<file path="config.mk">
export PLATFORM = sky130hd
export DESIGN_NAME = jtframe_ba0_arb
export DESIGN_NICKNAME = d
export VERILOG_FILES = /design/src/rtl/jtframe_ba0_arb.sv
export SDC_FILE = /design/constraint.sdc
export NUM_CORES = 1
export LEC_CHECK = 0
export ABC_CLOCK_PERIOD_IN_PS = 2000
export BUFFER_PORTS_ARGS = -buffer_cell sky130_fd_sc_hd__buf_2
export CAP_MARGIN = 30
export CORE_MARGIN = 3
export CORE_UTILIZATION = 48
export CTS_BUF_LIST = sky130_fd_sc_hd__clkbuf_4 sky130_fd_sc_hd__clkbuf_8
export CTS_CLUSTER_SIZE = 10
export DETAILED_ROUTE_END_ITERATION = 12
export PLACE_DENSITY = 0.91
export RECOVER_POWER = 100
export SYNTH_ARGS = -nofsm -noshare
export SYNTH_HDL_FRONTEND = slang
export SYNTH_SLANG_ARGS = --single-unit
export TNS_END_PERCENT = 100
</file>
<file path="constraint.sdc">
create_clock -name clk -period 2 [get_ports clk]
set_clock_uncertainty 0.2 [all_clocks]
set_input_delay 0.3 -clock clk [delete_from_list [all_inputs] [get_ports clk]]
set_output_delay 0.3 -clock clk [all_outputs]
set_load 0.005 [all_outputs]
</file>
<file path="src/rtl/jtframe_ba0_arb.sv">
// jtframe_ba0_arb: shares one SDRAM bank between a priority game port and a strobe-driven CPU port
module jtframe_ba0_arb #(
  parameter int AW     = 22,
  parameter int STARVE = 4,
  parameter int TOUT   = 255
) (
  input  logic          clk,
  input  logic          rst_n,
  input  logic [AW-1:0] a_addr,
  input  logic          a_rd,
  input  logic          a_wr,
  input  logic [15:0]   a_din,
  input  logic [1:0]    a_din_m,
  output logic          a_ack,
  output logic          a_dst,
  output logic          a_rdy,
  input  logic [AW-1:0] b_addr,
  input  logic          b_rd,
  input  logic          b_wr,
  input  logic [15:0]   b_din,
  input  logic [1:0]    b_din_m,
  output logic          b_busy,
  output logic [15:0]   b_dout,
  output logic [AW-1:0] ba_addr,
  output logic          ba_rd,
  output logic          ba_wr,
  output logic [15:0]   ba_din,
  output logic [1:0]    ba_din_m,
  input  logic          ba_ack,
  input  logic          ba_dst,
  input  logic          ba_rdy,
  input  logic [15:0]   ba_dout,
  output logic          owner,
  output logic          tout_err
);
  typedef enum logic [1:0] {IDLE, REQ, WAIT} state_t;
  localparam int SW = $clog2(STARVE + 1) > 3 ? $clog2(STARVE + 1) : 3;
  state_t          state;
  logic [SW-1:0]   starve_cnt;
  logic [7:0]      wd;
  logic            pend_b, b_wr_l, a_req, live;
  logic [AW-1:0]   b_addr_l;
  logic [15:0]     b_din_l;
  logic [1:0]      b_din_m_l;
  always_comb begin
    a_req    = a_rd | a_wr;
    live     = state != IDLE;
    ba_addr  = owner ? b_addr_l : a_addr;
    ba_din   = owner ? b_din_l : a_din;
    ba_din_m = owner ? b_din_m_l : a_din_m;
    ba_rd    = state == REQ && (owner ? !b_wr_l : a_rd);
    ba_wr    = state == REQ && (owner ? b_wr_l : a_wr);
    a_ack    = live & ~owner & ba_ack;
    a_dst    = live & ~owner & ba_dst;
    a_rdy    = live & ~owner & ba_rdy;
  end
  always_ff @(posedge clk or negedge rst_n) begin
    if (!rst_n) begin
      state      <= IDLE;
      owner      <= 1'b0;
      pend_b     <= 1'b0;
      b_busy     <= 1'b0;
      b_wr_l     <= 1'b0;
      b_addr_l   <= '0;
      b_din_l    <= '0;
      b_din_m_l  <= '0;
      b_dout     <= '0;
      starve_cnt <= '0;
      wd         <= '0;
      tout_err   <= 1'b0;
    end else begin
      if (!pend_b) starve_cnt <= '0;
      if (!b_busy && (b_rd || b_wr)) begin
        pend_b    <= 1'b1;
        b_busy    <= 1'b1;
        b_wr_l    <= b_wr;
        b_addr_l  <= b_addr;
        b_din_l   <= b_din;
        b_din_m_l <= b_din_m;
      end
      if (live && owner && ba_dst) b_dout <= ba_dout;
      wd <= live ? wd + 8'd1 : 8'd0;
      case (state)
        IDLE:
          if (pend_b && (!a_req || starve_cnt == SW'(STARVE))) begin
            owner      <= 1'b1;
            state      <= REQ;
            starve_cnt <= '0;
          end else if (a_req) begin
            owner      <= 1'b0;
            state      <= REQ;
            starve_cnt <= starve_cnt + SW'(pend_b);
          end
        REQ:
          if (ba_ack) begin
            state <= ba_rdy ? IDLE : WAIT;
            if (owner) pend_b <= 1'b0;
            if (owner && ba_rdy) b_busy <= 1'b0;
          end else if (!owner && !a_req) state <= IDLE;
        WAIT:
          if (ba_rdy) begin
            state <= IDLE;
            if (owner) b_busy <= 1'b0;
          end
        default: state <= IDLE;
      endcase
      // watchdog overrides any handshake seen on the same edge
      if (live && wd == 8'(TOUT - 1)) begin
        state    <= IDLE;
        tout_err <= 1'b1;
        if (owner) begin
          pend_b <= 1'b0;
          b_busy <= 1'b0;
        end
      end
    end
  end
endmodule

</file>
==> results.yml <==
yosys:
  yosys-top-cells-area: "dfrtp_1 51%, mux2_2 28%, mux2_4 3.3%"
  synth_ff_type: "dfrtp_1"
  syn_area_um2: 3625
  synthArstFlopShare: 1.000
  synth_cells: 266
  synth_top_area_share: 0.5109
  synth_area_leader_cell: "dfrtp_1"
  synth_edf_count: 0
  synth_area_per_cell_um2: 13.63
  yosys_warnings: 0
  ys_seq_area_frac: 0.5109
  synth_nets: 378
  synth.distinct_cells: 38
  synth-seq-cells: 74
power:
  total_power_w: 0.006842
  intPower_w: 0.004685
  pwr_density_cell_nw_per_um2: 1256
  pwr-share-comb: 0.425
  power.switching_w: 0.002157
  p_sw_frac: 0.3153
  pwr-share-clk: 0.192
  p_leak_nw: 2.627
  seq_power_share: 0.383
  peakVddDrop_mv: 0.7512
clocking:
  cts_max_path_buffers: 2
  cts_tree: "done"
  cts.clk_slew.worst_paths_ns: 0.07
  clk_latency_ns: 0.33
  root_buffer: "clkbuf_8"
  cts.sinks: 74
  cts_buffers: 9
  htree_num_levels: 3
hold_path:
  hold_start: "b_addr[4]"
  hold_path_end: "b_addr_l[4]"
  min_path_type: "primary input to flop"
  holdPathStages: 2
detailed_routing:
  first_pass_iters: 4
  drc_errors: 0
  via_per_inst: 4.985
  ant_nets: 0
  drtIter0Drc: 125
  via_count: 3006
  wl_per_cell_um: 16.55
  routed_wl_um: 9979
final_layout:
  nets: 611
  postLayoutCoreUtil: 0.7473
  drive_gt1_frac: 0.5575
  areaGrowthSynthToFinish_pct: 50.33
  n_antenna_cell: 0
critical_path:
  rr_worst_depth: 6
  crit_path_end_kind: "output pin"
  path_cells: "buf_12 -> mux2_2 -> buf_2"
  reg2reg_from: "state[1]"
  critical_path_class: "flop to output pin"
  critical_path_required_ns: 1.50
  cp-start-kind: "flop"
  crit_arrival_ns: 1.53
  r2r_setup_slack_ns: 0.11
  cp_max_fo: 16
  crit_slowest_cell: "dfrtp_2"
  cpPeakStageDelay_ns: 0.50
  r2r_end: "state[0]"
sta:
  relSlewSlack: 0.3020
  period_share: 1.014
  report.final.slew_viol_count: 0
  final.setup.worst_slack_ns: -0.02850
  rsz0062_at_grt: "true"
  setup_viol: 23
  hold_viol: 0
  holdWs_ns: 0.01507
  tns_ns: -0.2222
  period_minus_slack_ns: 2.029
  tightest_slew_ns: 1.047
  max_freq_mhz: 493.0
floorplan:
  die-area_um2: 8630
  coreArea_um2: 7292
  ios: 169
  fp-row-count: 31
  initial_core_util: 0.4971
  fp.dieH_um: 92.90
  die_x_um: 92.90
placement:
  port_buffers: 168
  dpl.hpwl_um: 6452
  gp_congestion: 0.8333
job:
  cap_violations: 0
grt:
  grt_max_degree: 44
  grt_usage: 0.2277
  antenna_found_initial: 0
  grt_pass1_vias: 3207
  grt_overflow: 0
  grt_first_pass_wirelength_um: 15410
run_status:
  violations: "setup timing"
  status: "finished, violations left"
## cells in the mapped netlist (all sizes together) (3+ instances only)
master,n
nor2,13
nor2b,3
nand2,8
and2,3
mux2,99
nand3,5
o21ai,5
dfrtp,74
ha,7
inv,3
a21oi,3
buf,13
xor2,6
## what timing repair did
item / CTS / global route
endpoints found under the hold margin: 91 / 2
resized for setup: 8 / 24
setup buffers: 3 / 1
hold buffers: 52 / 2
setup endpoints to repair: 38 / 44
## sequential cells by signal, summed over array words and instances, names as in the netlist
| register | count |
|---|---|
| b_addr_l | 22 |
| b_busy | 1 |
| b_din_l | 16 |
| b_din_m_l | 2 |
| b_dout | 16 |
| b_wr_l | 1 |
| owner | 1 |
| pend_b | 1 |
| starve_cnt | 3 |
| state | 2 |
| tout_err | 1 |
| wd | 8 |
## power groups by stage
stage                     Combinational (W)  Sequential, W  Clock (W)
after CTS                           0.00286        0.00261    0.00133
after global placement              0.00256        0.00259          0
after global routing                0.00316        0.00270    0.00140
after detailed placement            0.00268        0.00263          0
final                               0.00291        0.00262    0.00131
after floorplan                     0.00181        0.00249          0
## cell families (layout without fill, tap and decap cells)
family | Yosys count | count (layout) | share of synthesized area
xor gates and xnor gates | 7 | 7 | 0.01691
buffers and inverters | 17 | 255 | 0.03003
muxes | 99 | 99 | 0.3158
and+or+nand+nor | 45 | 45 | 0.06697
adders and majority gates | 7 | 7 | 0.02416
DFF | 74 | 74 | 0.5109
AOI/OAI and AO/OA | 17 | 17 | 0.03521
## metrics by stage
| step | cell area, um^2 | setup slack, ns | cells |
|---|---|---|---|
| after CTS | 5394 | -0.02645 | 601 |
| final | 5449 | -0.02850 | 603 |
| after floorplan | 3625 | 0.2747 | 266 |
| after global routing | 5449 | -0.09116 | 603 |
| after detailed placement | 4598 | 0.1242 | 530 |
| after global placement | 4598 | 0.1956 | 530 |
## layer usage
| layer | global-route usage | part of all wire | vias up |
|---|---|---|---|
| li1 | - | - | 1409 |
| met1 | 0.2660 | 0.38 | 1475 |
| met2 | 0.4109 | 0.55 | 105 |
| met3 | 0.04387 | 0.049 | 17 |
| met4 | 0.08669 | 0.021 | 0 |
| met5 | 0 | 0 | - |
## layout by cell type (no fill, tap or decap), types with 6 or more instances in the layout
cell           netlist  final
buf_6                3     11
mux2_4               8     10
buf_2                6    143
dlygate4sd3_1        0     54
nor2_1              13     12
clkbuf_1             1     15
xor2_1               6      6
ha_1                 7      6
dfrtp_1             74     73
nand2_1              8      8
mux2_2              91     80
mux2_1               0      9
clkbuf_8             0     10
## worst max-delay path: cells and delay by family, from the launching register on
kind                   cells  cell delay, ns
buffers and inverters      2            0.33
flip-flops                 1            0.50
multiplexers               1            0.35
## final cells by class
type	instances	area (um^2)
tap	99	123.9
multi-input combinational	175	1692
timing repair buffer	236	1543
sequential	74	1853
clock buffer	12	152.6
inverter	3	11.26
fill	508	1843
clock inverter	4	73.82
## how the worst max path moves through the flow
stage                        endpoint  startpoint  slack [ns]  depth (start not counted)
final                     ba_addr[13]       owner       -0.03                          3
after global routing       ba_addr[3]       owner       -0.09                          3
after CTS                 ba_din_m[0]       owner       -0.03                          3
after detailed placement     state[1]    state[1]        0.12                          6
after global placement       state[1]    state[0]        0.20                          6
after floorplan              state[0]    state[0]        0.27                          6
Power figures use the tool's default switching activity.
